[src/rtl/pwm_generator_if.sv]
// pwm_generator_if: bundles the configuration, tick and waveform signals of the
// tick-driven PWM stage so the stage and its driver share one port.
//   master modport : drives TickIn, Din, ConfigPeriod, ConfigDuty, Enable;
//                    observes PwmOut, PeriodDone, Count.
//   slave modport  : the PWM stage itself (mirror of master).
// Clock and reset are not part of the bundle; they stay plain module ports.
interface pwm_generator_if #(
   parameter int unsigned WIDTH = 32
) ();

   logic             TickIn;        // divider ClkOut, synchronous to Clk
   logic [WIDTH-1:0] Din;           // config data
   logic             ConfigPeriod;  // Din -> period pending register
   logic             ConfigDuty;    // Din -> duty pending register
   logic             Enable;        // 1 = run, 0 = idle
   logic             PwmOut;        // PWM waveform
   logic             PeriodDone;    // one-Clk pulse at each period wrap
   logic [WIDTH-1:0] Count;         // tick count within the current period

   modport master (
      output TickIn,
      output Din,
      output ConfigPeriod,
      output ConfigDuty,
      output Enable,
      input  PwmOut,
      input  PeriodDone,
      input  Count
   );

   modport slave (
      input  TickIn,
      input  Din,
      input  ConfigPeriod,
      input  ConfigDuty,
      input  Enable,
      output PwmOut,
      output PeriodDone,
      output Count
   );

endinterface

[src/rtl/pwm_generator.sv]
// pwm_generator: tick-driven PWM stage.
//   Counts rising edges of bus.TickIn (the frequency divider's ClkOut) in the
//   Clk domain and produces bus.PwmOut, high while Count < active duty.
//   Period and duty are written into pending registers and copied into the
//   active registers only at a period wrap or while idle, so a running period
//   is never disturbed by a configuration write.
// Ports:
//   Clk   : system clock, all state on the rising edge
//   Reset : synchronous, active-high; clears every register
//   bus   : pwm_generator_if.slave (TickIn, Din, ConfigPeriod, ConfigDuty,
//           Enable in; PwmOut, PeriodDone, Count out)
module pwm_generator #(
   parameter int unsigned WIDTH = 32
) (
   input  logic            Clk,
   input  logic            Reset,
   pwm_generator_if.slave  bus
);

   typedef enum logic [0:0] {
      StIdle,
      StRun
   } state_e;

   state_e           state_q, state_d;
   logic [WIDTH-1:0] count_q, count_d;
   logic [WIDTH-1:0] period_act_q, period_act_d;
   logic [WIDTH-1:0] duty_act_q, duty_act_d;
   logic [WIDTH-1:0] period_pend_q, period_pend_d;
   logic [WIDTH-1:0] duty_pend_q, duty_pend_d;
   logic             period_done_q, period_done_d;
   logic             tick_prev_q;
   logic             tick;

   // One Clk of tick per rising edge of the divider output.
   assign tick = bus.TickIn & ~tick_prev_q;

   always_comb begin
      state_d       = state_q;
      count_d       = count_q;
      period_act_d  = period_act_q;
      duty_act_d    = duty_act_q;
      period_pend_d = period_pend_q;
      duty_pend_d   = duty_pend_q;
      period_done_d = 1'b0;

      // Writes land in the pending registers only; both may load in one cycle.
      if (bus.ConfigPeriod) begin
         period_pend_d = bus.Din;
      end
      if (bus.ConfigDuty) begin
         duty_pend_d = bus.Din;
      end

      unique case (state_q)
         StIdle: begin
            count_d      = '0;
            period_act_d = period_pend_q;
            duty_act_d   = duty_pend_q;
            // A tick in this cycle is not counted; counting starts next tick.
            if (bus.Enable && (period_act_q != '0)) begin
               state_d = StRun;
            end
         end
         StRun: begin
            if (!bus.Enable) begin
               // Disable wins over a coincident tick; partial period dropped.
               state_d = StIdle;
               count_d = '0;
            end else if (period_act_q == '0) begin
               // A zero period was latched at the last wrap.
               state_d = StIdle;
               count_d = '0;
            end else if (tick) begin
               if (count_q == (period_act_q - WIDTH'(1))) begin
                  count_d       = '0;
                  period_done_d = 1'b1;
                  period_act_d  = period_pend_q;
                  duty_act_d    = duty_pend_q;
               end else begin
                  count_d = count_q + WIDTH'(1);
               end
            end
         end
         default: begin
            state_d = StIdle;
            count_d = '0;
         end
      endcase
   end

   always_ff @(posedge Clk) begin
      if (Reset) begin
         state_q       <= StIdle;
         count_q       <= '0;
         period_act_q  <= '0;
         duty_act_q    <= '0;
         period_pend_q <= '0;
         duty_pend_q   <= '0;
         period_done_q <= 1'b0;
         tick_prev_q   <= 1'b0;
      end else begin
         state_q       <= state_d;
         count_q       <= count_d;
         period_act_q  <= period_act_d;
         duty_act_q    <= duty_act_d;
         period_pend_q <= period_pend_d;
         duty_pend_q   <= duty_pend_d;
         period_done_q <= period_done_d;
         tick_prev_q   <= bus.TickIn;
      end
   end

   // Outputs decode registered state only.
   assign bus.PwmOut     = (state_q == StRun) && (count_q < duty_act_q);
   assign bus.PeriodDone = period_done_q;
   assign bus.Count      = count_q;

endmodule

[src/flat_wrapper.sv]
// flat-port wrapper written by rule: the top's interface ports become plain ports
module pwm_generator_flat 
#(
   parameter int unsigned WIDTH = 32
)
  (Clk, Reset, bus_TickIn, bus_Din, bus_ConfigPeriod, bus_ConfigDuty, bus_Enable, bus_PwmOut, bus_PeriodDone, bus_Count);
  pwm_generator_if #(.WIDTH(WIDTH)) bus_i ();
  input  logic Clk;
  input  logic Reset;
  input wire logic [$bits(bus_i.TickIn)-1:0] bus_TickIn;
  input wire logic [$bits(bus_i.Din)-1:0] bus_Din;
  input wire logic [$bits(bus_i.ConfigPeriod)-1:0] bus_ConfigPeriod;
  input wire logic [$bits(bus_i.ConfigDuty)-1:0] bus_ConfigDuty;
  input wire logic [$bits(bus_i.Enable)-1:0] bus_Enable;
  output wire logic [$bits(bus_i.PwmOut)-1:0] bus_PwmOut;
  output wire logic [$bits(bus_i.PeriodDone)-1:0] bus_PeriodDone;
  output wire logic [$bits(bus_i.Count)-1:0] bus_Count;
  assign bus_i.TickIn = bus_TickIn;
  assign bus_i.Din = bus_Din;
  assign bus_i.ConfigPeriod = bus_ConfigPeriod;
  assign bus_i.ConfigDuty = bus_ConfigDuty;
  assign bus_i.Enable = bus_Enable;
  assign bus_PwmOut = bus_i.PwmOut;
  assign bus_PeriodDone = bus_i.PeriodDone;
  assign bus_Count = bus_i.Count;
  pwm_generator #(.WIDTH(WIDTH)) u_core (.Clk(Clk), .Reset(Reset), .bus(bus_i));
endmodule
[config.mk]
export PLATFORM = sky130hd
export DESIGN_NAME = pwm_generator_flat
export DESIGN_NICKNAME = d
export VERILOG_FILES = /design/src/rtl/pwm_generator_if.sv /design/src/rtl/pwm_generator.sv /design/src/flat_wrapper.sv
export SDC_FILE = /design/constraint.sdc
export NUM_CORES = 1
export LEC_CHECK = 0
export ABC_AREA = 1
export CELL_PAD_IN_SITES_DETAIL_PLACEMENT = 0
export CELL_PAD_IN_SITES_GLOBAL_PLACEMENT = 1
export CORE_UTILIZATION = 45
export DETAILED_ROUTE_END_ITERATION = 16
export GPL_ROUTABILITY_DRIVEN = 0
export HOLD_SLACK_MARGIN = 0.1
export PLACE_DENSITY = 0.93
export SLEW_MARGIN = 20
export SYNTH_ARGS = -nofsm -noshare
export SYNTH_HDL_FRONTEND = slang
export SYNTH_SLANG_ARGS = --single-unit
[constraint.sdc]
create_clock -name Clk -period 5.4 [get_ports Clk]
set_input_delay 1.62 -clock Clk [delete_from_list [all_inputs] [get_ports Clk]]
set_output_delay 1.62 -clock Clk [all_outputs]
set_load 0.01 [all_outputs]
======== After elaboration in Yosys (flattened, before gate mapping) ========
Cells that the tools add are included.
cells by class
  add/subtract/negate cells ............... 2
  muxes and demuxes ....................... 20
  multipliers ............................. 0
  bitwise logic cells ..................... 5
  divide/modulo/power cells ............... 0
  $lt $le $gt $ge ......................... 1
  reductions and logical operators ........ 6
  shift operators ......................... 0
  equality and inequality tests ........... 6
operator list
  kind                                                                   count
  32-bit 2-to-1 mux                                                      12
  32-bit one-hot mux with 2 select lines                                 3
  32-bit by 1-bit adder with 32-bit output (second input constant)       1
  32-bit == test                                                         1
  32-bit zero test                                                       1
  32-bit < comparator                                                    1
  32-bit nonzero test                                                    1
  32-bit by 1-bit subtractor with 32-bit output (second input constant)  1
  2-bit != test (second input constant)                                  4
  5-bit OR reduction                                                     1
  1-bit 2-to-1 mux                                                       4
  4-bit != test (second input constant)                                  1
  1-bit NOT                                                              4
  4-bit AND reduction                                                    1
  1-bit logical AND                                                      2
  1-bit one-hot mux with 2 select lines                                  1
  1-bit AND                                                              1
word-level totals
  input bits .............................. 38
  latch bits .............................. 0
  register bits ........................... 163
  output and inout port bits .............. 34
  word-level logic and storage cells ...... 48
  bits in writable memories ............... 0
  memories kept ........................... 0
  ROM bits ................................ 0

======== Longest topological paths before layout ========
Gate-level depths: netlist of run 1.
  word-level depth ........................ 7
  depth in mapped cells ................... 19
  depth with buffers taken out ............ 17

======== Worst setup path after synthesis of run 1 ========
No wires, ideal clock.
  path type ............................... register to output
  start ................................... reg u_core.count_q[19], in the netlist u_core.bus.Count[19]
  end ..................................... out bus_PwmOut
  cell stages (with the launch flop) ...... 8
  data required time ...................... 3780 ps
  setup slack ............................. 2224 ps
  arrival time ............................ 1556 ps
  path buffers ............................ 0
  cells stage by stage .................... dfxtp_1 > ha_1 > a21oi_1 > o21ai_0 > nor3b_1 > o21ai_0 > o2111ai_1 > a41oi_1
between the ends
  word-level cells in the longest chain between the ends .. 2
ends and longest elaborated chain
  what                      line                  source
  start: declaration        pwm_generator.sv:26   logic [WIDTH-1:0] count_q, count_d;
  start signal: assignment  pwm_generator.sv:104  count_q <= count_d;
  32-bit < comparator       pwm_generator.sv:115  assign bus.PwmOut = (state_q == StRun) && (count_q < duty_act_q);
  1-bit logical AND         pwm_generator.sv:115
  end: declaration          flat_wrapper.sv:15    output wire logic [$bits(bus_i.PwmOut)-1:0] bus_PwmOut;
No other way between the ends.

======== Worst setup path in the final report of run 1 ========
  start ................................... reg u_core.count_q[7], in the netlist u_core.bus.Count[7]
  end ..................................... out bus_PwmOut
The elaborated chain is that of the path after synthesis.

==> results of run 1 <==
==> kinds of logic after synthesis <==
family | after synthesis
flops | 163
simple gates | 782
fa+ha+maj | 33
compound gates | 189
buf+inv | 192
xor+xnor | 44
==> critical path, cell delays in order (launching register included) <==
cell	delay, ps
dfxtp_1	620
ha_1	330
nand2_1	100
inv_1	40
nand3_1	60
a21oi_1	50
o211ai_1	210
o2111ai_1	270
a41oi_1	260
clkdlybuf4s50_1	570
==> metrics by stage <==
stage / area, µm² / worst slack, ps
after global placement: 10000 / 1280
after global routing: 10700 / 742
after CTS: 10700 / 826
after floorplan: 9180 / 2220
after detailed placement: 10000 / 1240
final: 10700 / 837
==> area by class of cell <==
cell class / instances / share of cell area
clock buffers: 19 / 0.0425
well taps: 265 / 0.0311
clock inverters: 13 / 0.0174
inverters: 129 / 0.0456
flip-flops and latches: 163 / 0.307
repair buffers: 83 / 0.0763
multi-input cells: 1048 / 0.481
==> layer usage <==
| layer | part of all wire | up-vias |
|---|---|---|
| met4 | 0.019 | 0 |
| met3 | 0.058 | 27 |
| met5 | 0 | - |
| met1 | 0.50 | 4122 |
| li1 | - | 4594 |
| met2 | 0.43 | 292 |
==> where the power goes <==
part	internal (W)	leakage [nW]	switching [W]
Combinational	0.000175	3.01	0.000302
Sequential	0.00127	1.34	0.0000570
Clock	0.000773	0.314	0.000560
==> registers in the layout (all words and copies together) (netlist names) <==
register and count:
u_core.duty_pend_q 32, u_core.bus.PeriodDone 1, u_core.period_act_q 32, u_core.tick_prev_q 1, u_core.duty_act_q 32, u_core.state_q 1
u_core.period_pend_q 32, u_core.bus.Count 32
==> worst paths after layout <==
kind,startpoint,to,slack [ps]
setup / recovery,u_core.bus.Count[7],bus_PwmOut,840
hold reg to reg,u_core.period_pend_q[17],u_core.period_act_q[17],480
hold / removal,u_core.period_pend_q[17],u_core.period_act_q[17],480
setup reg to reg,u_core.period_act_q[0],u_core.duty_act_q[27],1960
==> layout by cell type, fill, tap and decap left out, types with 4 or more instances in the layout <==
master             n
nor2_1           315
nand2_1          261
dfxtp_1          162
nand3_1          133
inv_1            123
a21oi_1           88
o21ai_0           81
clkdlybuf4s50_1   71
ha_1              33
xor2_1            31
nand4_1           20
clkbuf_16         17
nor3_1            15
xnor2_1           13
buf_4             11
nor2_2             8
nand3b_1           8
nor2_4             6
nand2_2            6
o211ai_1           5
o21ai_1            5
inv_8              5
inv_2              4
or2_2              4
==> flow_metrics.py, run 1 <==
metrics = {
    "status": {
        "status": "finished clean",
    },
    "detailed_routing": {
        "avgRoutedWirePerCell_um": 15.5,
        "drt_iter0_markers": 842,
        "vias_per_cell": 5.25,
        "via_count": 9035,
        "ant_nets": 0,
        "first_pass_iters": 7,
        "drc_errors": 0,
        "drt_wl_total_mm": 26.7,
    },
    "yosys": {
        "synthSimpleGateAreaFrac": 0.363,
        "mappedNetlistArea_um2": 9180,
        "async_flop_share": 0,
        "yosys_warnings": 0,
        "yosysSeqAreaShare": 0.356,
        "postSynthCellCount": 1403,
        "syn_area_per_cell_um2": 6.54,
        "synth_edf_count": 0,
        "synth.top_cell.area_share": 0.356,
        "synth_cell_type_count": 39,
        "syn_nets": 1474,
        "ys_ff_latch": 163,
        "yosys.area.top_type": "dfxtp_1",
        "synth_top_family_by_area": "simple AND/OR/NAND/NOR gates",
        "synth_xor_area_frac": 0.0420,
        "yosysMostFrequentCell": "nor2_1",
        "ys_top_cells_by_area": "dfxtp_1 36%, nor2_1 13%, nand2_1 11%",
        "muxShareOfSynthArea": 0,
        "synth_fa_ha_area_frac": 0.0450,
        "synth_ff_type": "dfxtp_1",
        "synth_commonest_cells": "315 x nor2_1, 261 x nand2_1, 163 x dfxtp_1",
        "synth_compound_area_frac": 0.108,
    },
    "cells_and_area": {
        "fillers": 1966,
        "layout-drive-gt1-share": 0.0536,
        "fin_nets": 1513,
        "area_growth_syn_to_layout_pct": 16.2,
        "finish.utilization": 0.541,
        "stdcell_count": 1720,
        "multi_input_area_um2": 5120,
        "regArea_um2": 3270,
        "antennaDiodeCount": 0,
    },
    "floorplan": {
        "die_y_um": 145,
        "die_w_um": 145,
        "core_area_um2": 19700,
        "die_area_um2": 21000,
        "rows": 51,
        "start_util": 0.465,
        "io-pin-count": 72,
    },
    "global_routing": {
        "use_met3": 0.0326,
        "busiest_layer": "met1",
        "grt_use_met1": 0.397,
        "grt_pass1_vias": 7889,
        "grt_pass1_wl_mm": 41.9,
        "grt-ovfl-total": 0,
        "grtUsageMet2": 0.384,
        "grt_max_degree": 78,
        "grt_use_total": 0.264,
        "antenna_found_initial": 0,
    },
    "placed_design": {
        "dp.cells": 1688,
        "dp_hpwl_mm": 18.9,
        "io_buffers": 71,
    },
    "cts": {
        "ctsRootBufferMaster": "clkbuf_16",
        "clock_sinks": 163,
        "postCtsSetupBuffers": 0,
        "cts_buffers": 17,
        "ctsResizeCount": 0,
        "cts.path.max_buffers": 2,
        "worstSkewPairLatency_ps": 440,
        "path_clk_slew_ps": 70,
        "cts_max_level": 4,
        "ctsHoldBuffers": 0,
        "tritoncts": "yes",
    },
    "job": {
        "max_cap_violations": 0,
    },
    "setup_path": {
        "crit_type": "reg -> out",
        "critical_path.max_fanout": 10,
        "worst_ep_arrival_time_ps": 2940,
        "reg2reg_depth": 16,
        "startpoint_type": "register",
        "end_kind": "output pin",
        "required_ps": 3780,
    },
    "power_and_ir_drop": {
        "finalPower_w": 0.00314,
        "p_leak_nw": 4.67,
        "power.density_nw_per_um2": 294,
        "vdd_drop_max_mv": 0.214,
    },
    "sta": {
        "max_freq_mhz": 219,
        "fin_crit_ps": 4560,
        "final-max-slew-violation-count": 0,
        "timing.slew.headroom": 0.484,
        "setup_viol": 0,
        "fin_crit_sh": 0.845,
        "tightest_slew_ps": 775,
        "rsz0062_at_grt": "false",
        "fin_tns_setup_ps": 0,
        "hold_ws_ps": 479,
        "skew_ps": 13.2,
        "report.final.hold_viol_count": 0,
    },
    "worst_hold_path": {
        "worstHoldPathCells": 2,
        "hold_path_class": "reg -> reg",
    },
}
No activity file was read; power rests on OpenSTA's default activity.
==> run 2: changes to the inputs <==
CORE_UTILIZATION = 38   (was 45)
PLACE_DENSITY = 0.85   (was 0.93)
clock period = 3.75 ns   (was 5.4 ns; I/O delays follow)
==> run 2 against run 1 <==
Compared with the run above: highest routed layer unchanged; register-to-register slack worse by 1400 ps; worst setup slack worse by 570 ps; critical path type unchanged; via count is 0.30% lower; sequential power is 43% higher; power is 41% higher; critical endpoint unchanged.
==> flow_metrics.py, run 2 (same netlist as run 1, synthesis figures left out) <==
metrics = {
    "status": {
        "status": "finished clean",
    },
    "power_and_ir_drop": {
        "intPower_w": 0.00308,
        "vdd_drop_max_mv": 0.249,
        "p_leak_nw": 4.77,
        "p_seq_frac": 0.431,
        "p_sw_w": 0.00133,
        "finalPower_w": 0.00441,
        "p_clk_frac": 0.409,
        "swShare": 0.302,
        "power.density_nw_per_um2": 406,
        "combPwrFrac": 0.160,
    },
    "sta": {
        "report.final.hold_viol_count": 0,
        "fin_tns_setup_ps": 0,
        "hold_ws_ps": 472,
        "tightest_slew_ps": 1000,
        "final-max-slew-violation-count": 0,
        "fin_crit_ps": 3480,
        "fin_crit_sh": 0.928,
        "setup_viol": 0,
        "rsz0062_at_grt": "false",
        "timing.slew.headroom": 0.332,
        "max_freq_mhz": 287,
        "skew_ps": 23.1,
    },
    "setup_path": {
        "worst_ep_arrival_time_ps": 2360,
        "slowest_stage": "dfxtp_1",
        "crit_chain": "inv_1 > ha_1 > a21oi_1 > o21ai_0 > o211ai_1 > o2111ai_2 > a41oi_2 > dlygate4sd2_1",
        "critical_path.max_fanout": 2,
        "startpoint_type": "register",
        "r2r_start": "u_core.period_act_q[0]",
        "required_ps": 2620,
        "crit_type": "reg -> out",
        "cpPeakStageDelay_ps": 320,
        "cp-startpoint": "u_core.duty_act_q[5]",
        "end_kind": "output pin",
    },
    "detailed_routing": {
        "first_pass_iters": 4,
        "drt_wl_total_mm": 28.1,
        "via_count": 9008,
        "drc_errors": 0,
        "avgRoutedWirePerCell_um": 15.6,
        "vias_per_cell": 5.02,
        "drt_iter0_markers": 769,
        "ant_nets": 0,
    },
    "cts": {
        "path_clk_slew_ps": 70,
        "cts.path.max_buffers": 2,
        "cts_buffers": 17,
        "tritoncts": "yes",
        "postCtsSetupBuffers": 0,
        "ctsHoldBuffers": 0,
        "cts_max_level": 4,
        "worstSkewPairLatency_ps": 440,
        "ctsResizeCount": 5,
        "clock_sinks": 163,
        "ctsRootBufferMaster": "clkbuf_16",
    },
    "placed_design": {
        "dp_hpwl_mm": 20.5,
        "io_buffers": 71,
    },
    "cells_and_area": {
        "layout-drive-gt1-share": 0.0692,
        "final_cell_mix": "315 x nor2_1, 261 x nand2_1, 160 x dfxtp_1",
        "antennaDiodeCount": 0,
        "final_common_cell": "nor2_1",
        "fin_nets": 1533,
        "area_growth_syn_to_layout_pct": 18.4,
    },
    "global_routing": {
        "antenna_found_initial": 0,
        "grt_pass1_wl_mm": 44.3,
        "grt_max_degree": 144,
        "grt-ovfl-total": 0,
        "grt_pass1_vias": 8163,
        "grt_use_total": 0.234,
    },
    "floorplan": {
        "die_area_um2": 24800,
        "rows": 56,
        "die_y_um": 157,
        "die_w_um": 157,
        "start_util": 0.390,
        "core_area_um2": 23500,
        "io-pin-count": 72,
    },
    "worst_hold_path": {
        "hold_start": "u_core.period_pend_q[7]",
        "hold_path_class": "reg -> reg",
    },
    "job": {
        "max_cap_violations": 0,
    },
}
## run 2: critical path, delay by kind of cell, from the launching register on
| kind | cells | cell delay [ps] |
|---|---|---|
| DFF | 1 | 320 |
| adders and majority gates | 1 | 290 |
| buffers and inverters | 2 | 350 |
| AOI/OAI and AO/OA | 5 | 940 |
## run 2: routing by layer
layer  up-vias  track usage  part of all wire
li1       4616            -                 -
met1      4114        0.336              0.49
met2       249        0.355              0.44
met3        29       0.0383             0.055
met4         0       0.0730             0.019
met5         -            0                 0
## run 2: per-stage QoR
step                      worst slack (ps)  instances  cell area (µm²)   util
after floorplan                       1070       1403             9180      -
after global placement                 380       1762            10200  0.435
after detailed placement               354       1762            10200  0.435
after CTS                              238       1794            10900  0.462
after global routing                  98.4       1794            10900  0.462
final                                  268       1794            10900  0.462
## run 2: area by class of cell
type | instances | area, µm²
clock buffer | 20 | 467
clock inverter | 12 | 134
fill | 2543 | 12700
inverter | 129 | 485
multi-input combinational | 1048 | 5140
sequential | 163 | 3270
tap | 319 | 399
timing repair buffer | 103 | 975
## run 2: path summary, 6_finish.rpt
| check | to | slack [ps] | cells past startpoint |
|---|---|---|---|
| worst max register to register | u_core.period_act_q[31] | 600 | 16 |
| worst min register to register | u_core.period_act_q[7] | 470 | 2 |
| worst min-delay path | u_core.period_act_q[7] | 470 | 2 |
| worst max-delay path | bus_PwmOut | 270 | 8 |
## run 2: power groups by stage
stage               logic [W]  registers [W]  clock network, W
global placement     0.000694        0.00194                 0
floorplan            0.000510        0.00191                 0
detailed placement   0.000698        0.00194                 0
global route         0.000799        0.00191           0.00191
CTS                  0.000703        0.00190           0.00182
finish               0.000705        0.00190           0.00181
==> patch 1, RTL diff (settings of run 2) <==
Reset style: asynchronous (`Reset`), changed in one clocked block.
--- a/src/rtl/pwm_generator.sv
+++ b/src/rtl/pwm_generator.sv
@@ -89,7 +89,7 @@
       endcase
    end
 
-   always_ff @(posedge Clk) begin
+   always_ff @(posedge Clk or posedge Reset) begin
       if (Reset) begin
          state_q       <= StIdle;
          count_q       <= '0;
Function: differs if Reset is asserted again (counterexample within 4 cycles, from zero or initial values and one cycle with Reset high); with Reset held inactive, the same outputs for 4 cycles.
==> patch 1 against run 2 <==
Hold slack got worse by 0.010 ns; setup slack got worse by 0.10 ns; count of clock-buffer cells in the layout increased by 1; power increased by 2.2%; synthesized area increased by 0.34%; routed wire length decreased by 15%; sequential cell count unchanged; design area increased by 0.31%.
==> patch 1: results (changes against run 2) <==
| Metric | Value |
|---|---|
| Status | `completed` |
| End of the worst hold path | `u_core.period_act_q[21]$_DFFE_PP0P_` |
| Total GRT Usage | `20.6% (-2.8 points)` |
| Post-synth top cells | `nand2_1, dfrtp_1, nand3_1` |
| Peak fanout along the critical path | `7 (+5)` |
| Pre-CTS setup slack | `0.238 ns (-0.116 ns)` |
| Sequential fraction of the synthesis area | `44.3% (+8.7 points)` |
| Number of global-route vias before repair | `7433 (-8.9%)` |
| Most common cell in the netlist | `nand2_1` |
| Switch share | `27.4% (-2.8 points)` |
| Hpwl dp | `17700 um (-13%)` |
| Min-delay src | `u_core.period_pend_q[21]$_DFFE_PP0P_` |
| Crit-path max cell delay | `0.45 ns (+0.13 ns)` |
| Largest net degree at the start of global routing | `96 (-33%)` |
| Depth of the worst register-to-register path | `15 (-1)` |
| Asr flop ratio synth | `100% (+100 points)` |
| Setup crit start | `u_core.bus.Count[2]$_DFFE_PP0P_` |
| Filler cells | `2340 (-8.0%)` |
| Arrival time worst endpoint | `2.46 ns (+0.10 ns)` |
| Leakage dissipation | `0.00508 uW (+6.6%)` |
| Ys flop type | `dfrtp_1` |
| Register-to-register setup slack | `0.65 ns (+0.05 ns)` |
| Synth top area cells | `dfrtp_1, nand2_1, mux2_2, nand3_1, ha_1` |
| Critical-path top delay cell | `dfrtp_2` |
| First-pass GRT wire length | `39200 um (-12%)` |
| Avg Vias per Cell | `4.97 (-1.0%)` |
| Slew Limit Headroom | `50.6% (+17 points)` |
| First-pass DRT Iterations | `6 (+2)` |
| Post-Syn Nets | `1178 (-20%)` |
| Cell variety after synth | `41 (+5.1%)` |
| Post-Place Cell Area | `0.0103 sq mm (+0.28%)` |
| Setup Skew | `0.0220 ns (-0.00107 ns)` |
[patch 1: power by group through the flow]
stage	Combinational [uW]	Clock, uW	Sequential (uW)
6_report	650	1820	2040
5_1_grt	744	1930	2060
4_1_cts	655	1850	2040
3_5_place_dp	651	0	2070
3_3_place_gp	638	0	2070
2_1_floorplan	485	0	2030
[patch 1: logic make-up (layout without fill, tap and decap cells)]
logic type      Yosys count  in the layout  share of synthesized area, %
buf+inv                 136            219                          6.36
flops                   163            163                          44.3
xor+xnor                 56             56                          5.33
mux                      64             64                          7.83
simple gates            581            581                          27.3
fa+ha+maj                33             33                          4.48
compound gates           74             74                          4.42
[patch 1: how the worst max path moves through the flow]
stage	to	slack, ns	cells past startpoint
after CTS	bus_PwmOut	0.11	9
after detailed placement	bus_PwmOut	0.24	9
after global placement	bus_PwmOut	0.27	9
final	bus_PwmOut	0.17	9
after global routing	bus_PwmOut	0.01	9
after floorplan	u_core.bus.Count[0]$_DFFE_PP0P_	0.55	1
[patch 1: repair_timing]
item	in CTS	in global routing
resized for setup	4	1
pin swaps	1	0
endpoints found under the setup margin	1	1
[patch 1: per-stage QoR]
stage | hold slack, ns | std cells | power [uW] | utilization [%]
6_report | 0.462 | 1509 | 4510 | 46.2
5_1_grt | 0.483 | 1509 | 4730 | 46.2
4_1_cts | 0.466 | 1509 | 4550 | 46.2
3_5_place_dp | 0.456 | 1477 | 2720 | 43.5
3_3_place_gp | 0.445 | 1477 | 2710 | 43.5
2_1_floorplan | 0.438 | 1107 | 2510 | -
[patch 1: layout make-up]
cell class | instances | area share [%]
clock inverter | 11 | 1.40
clock buffer | 21 | 4.22
multi-input combinational | 808 | 41.8
inverter | 100 | 3.48
timing repair buffer | 87 | 7.96
tap | 319 | 3.66
sequential | 163 | 37.4
[patch 1: critical path: cells and delay by family (launching register included)]
family                     cells  cell delay (ns)
DFF                            1             0.45
and+or+nand+nor                1             0.04
AOI/OAI and AO/OA              6             0.96
adders and majority gates      1             0.29
buffers and inverters          1             0.29
[patch 1: routing by layer]
| layer | GRT usage, % | up-vias | share of wire (%) |
|---|---|---|---|
| li1 | - | 3742 | - |
| met5 | 0 | - | 0 |
| met1 | 28.0 | 3592 | 47 |
| met3 | 3.42 | 23 | 4.2 |
| met4 | 6.15 | 0 | 1.6 |
| met2 | 33.7 | 142 | 47 |
==> patch 2, RTL diff (settings of run 2) <==
Made on the original files. `WIDTH` is set to 32 in 3 places; all go to 28.
--- a/src/rtl/pwm_generator_if.sv
+++ b/src/rtl/pwm_generator_if.sv
@@ -5,7 +5,7 @@
 //   slave modport  : the PWM stage itself (mirror of master).
 // Clock and reset are not part of the bundle; they stay plain module ports.
 interface pwm_generator_if #(
-   parameter int unsigned WIDTH = 32
+   parameter int unsigned WIDTH = 28
 ) ();
 
    logic             TickIn;        // divider ClkOut, synchronous to Clk
--- a/src/rtl/pwm_generator.sv
+++ b/src/rtl/pwm_generator.sv
@@ -10,7 +10,7 @@
 //   bus   : pwm_generator_if.slave (TickIn, Din, ConfigPeriod, ConfigDuty,
 //           Enable in; PwmOut, PeriodDone, Count out)
 module pwm_generator #(
-   parameter int unsigned WIDTH = 32
+   parameter int unsigned WIDTH = 28
 ) (
    input  logic            Clk,
    input  logic            Reset,
--- a/src/flat_wrapper.sv
+++ b/src/flat_wrapper.sv
@@ -1,7 +1,7 @@
 // flat-port wrapper written by rule: the top's interface ports become plain ports
 module pwm_generator_flat 
 #(
-   parameter int unsigned WIDTH = 32
+   parameter int unsigned WIDTH = 28
 )
   (Clk, Reset, bus_TickIn, bus_Din, bus_ConfigPeriod, bus_ConfigDuty, bus_Enable, bus_PwmOut, bus_PeriodDone, bus_Count);
   pwm_generator_if #(.WIDTH(WIDTH)) bus_i ();
Ports: changed (resized bus_Count and bus_Din); port bits go from 72 to 64. No check against the original RTL was run, so the function may have changed too.
==> patch 2 against run 2 <==
Routed wire length down 23%; register-to-register slack better by 0.13 ns; setup slack better by 0.24 ns; synthesized area down 15%; final cell count down 17%; first-iteration DRC count down 28%; sequential share of layout area up 0.57 points; critical endpoint unchanged; highest routed layer unchanged; power down 8.9%; sequential cell count down 20; design area down 14%; maximum frequency up 7.4%.
==> patch 2: results (changes against run 2) <==
| Metric | Value |
|---|---|
| Top Layer Used | `met4` |
| Fraction of area in registers | `30.7% (+0.57 points)` |
| Avg Vias per Cell | `4.89 (-2.7%)` |
| CLK BUF | `19 (-5.0%)` |
| Met3 wire length | `886 um (-42%)` |
| End of the worst hold path | `u_core.period_act_q[8]$_SDFFE_PP0P_` |
| Signal buf overhead | `8.72% (-0.25 points)` |
| Synth Area in Adders | `4.63% (+0.13 points)` |
| Status | `completed` |
| Largest net degree at the start of global routing | `85 (-41%)` |
| Hpwl dp | `15600 um (-24%)` |
| Compound-Gate Fraction of Synth Area | `9.78% (-1.0 points)` |
| Initial DRC count | `552 (-28%)` |
| Multi-input combinational area share | `46.1% (-1.1 points)` |
| Peak fanout along the critical path | `8 (+6)` |
| Arrival time worst endpoint | `2.12 ns (-0.24 ns)` |
| First-pass GRT wire length | `35200 um (-21%)` |
| Filler cells | `2106 (-17%)` |
| Pre-CTS setup slack | `0.447 ns (+0.0936 ns)` |
| Bufs w/o clock | `84 (-18%)` |
| First-pass DRT Iterations | `5 (+1)` |
| WHS | `0.478 ns (+0.00548 ns)` |
| Worst Hold Class | `reg -> reg` |
| Net Sw Power | `1110 uW (-17%)` |
| Non-clock inverter count | `104 (-19%)` |
| Synth top area cells | `dfxtp_1, nor2_1, nand2_1, inv_1, a21oi_1` |
| Reg2reg end | `u_core.period_act_q[18]$_SDFFE_PP0P_` |
| Leakage dissipation | `0.00405 uW (-15%)` |
| Number of global-route vias before repair | `6674 (-18%)` |
| Final Core Density | `46.2% (+0.088 points)` |
| IO buf count | `63 (-11%)` |
| Post-Place Cell Area | `0.00872 sq mm (-15%)` |
| Max IR drop VDD | `0.308 mV (+24%)` |
| Setup crit start | `u_core.bus.Count[1]$_SDFFE_PP0P_` |
| Cell variety after synth | `31 (-21%)` |
| Synth Area in XOR/XNOR | `4.02% (-0.18 points)` |
| Clock Latency Late Sink | `0.42 ns (-0.02 ns)` |
| Sequential cell count | `143 (-12%)` |
| #MultiIn Comb | `861 (-18%)` |
| Drt total wl | `21600 um (-23%)` |
| Register-to-register setup slack | `0.73 ns (+0.13 ns)` |
| Dpl cells | `1462 (-17%)` |
| Post-synth top cells | `nor2_1, nand2_1, dfxtp_1` |
| Nets | `1274 (-17%)` |
| Clock network area share | `6.71% (+1.2 points)` |
| Ys flop type | `dfxtp_1` |
| Setup Skew | `0.0126 ns (-0.0105 ns)` |
| Metal-1 WL | `11100 um (-19%)` |
| Root Driver | `clkbuf_16` |
| Met2 WL | `9340 um (-24%)` |
| Mapped Cells | `1160 (-17%)` |
| Share of layout cells above drive strength 1 | `8.50% (+1.6 points)` |
==> patch 2: layer usage <==
metal  track usage [%]  vias to the layer above
li1                  -                     3819
met1              30.4                     3282
met2              31.4                      181
met3              3.23                       20
met4              6.05                        0
met5                 0                        -
==> patch 2: critical path, stage by stage, from the launching register on <==
cell and delay [ns]:
dfxtp_2 0.36, ha_1 0.29, a21boi_0 0.12, o211ai_1 0.16
nand2_1 0.10, nand4_1 0.09, a21o_1 0.13, nand2_1 0.10
a41oi_1 0.17, dlymetal6s2s_1 0.18
==> patch 2: what timing repair did <==
action                                  in CTS  in global routing
gates cloned                                 0                  0
pin swaps                                    0                  0
setup buffers                                0                  0
endpoints found under the setup margin       1                  1
resized for setup                            1                  2
==> patch 2: power by group through the flow <==
stage	clock (uW)	sequential, uW	combinational (uW)
floorplan	0	1670	412
global placement	0	1700	541
detailed placement	0	1700	546
CTS	1830	1670	550
global route	1900	1680	630
finish	1800	1670	551
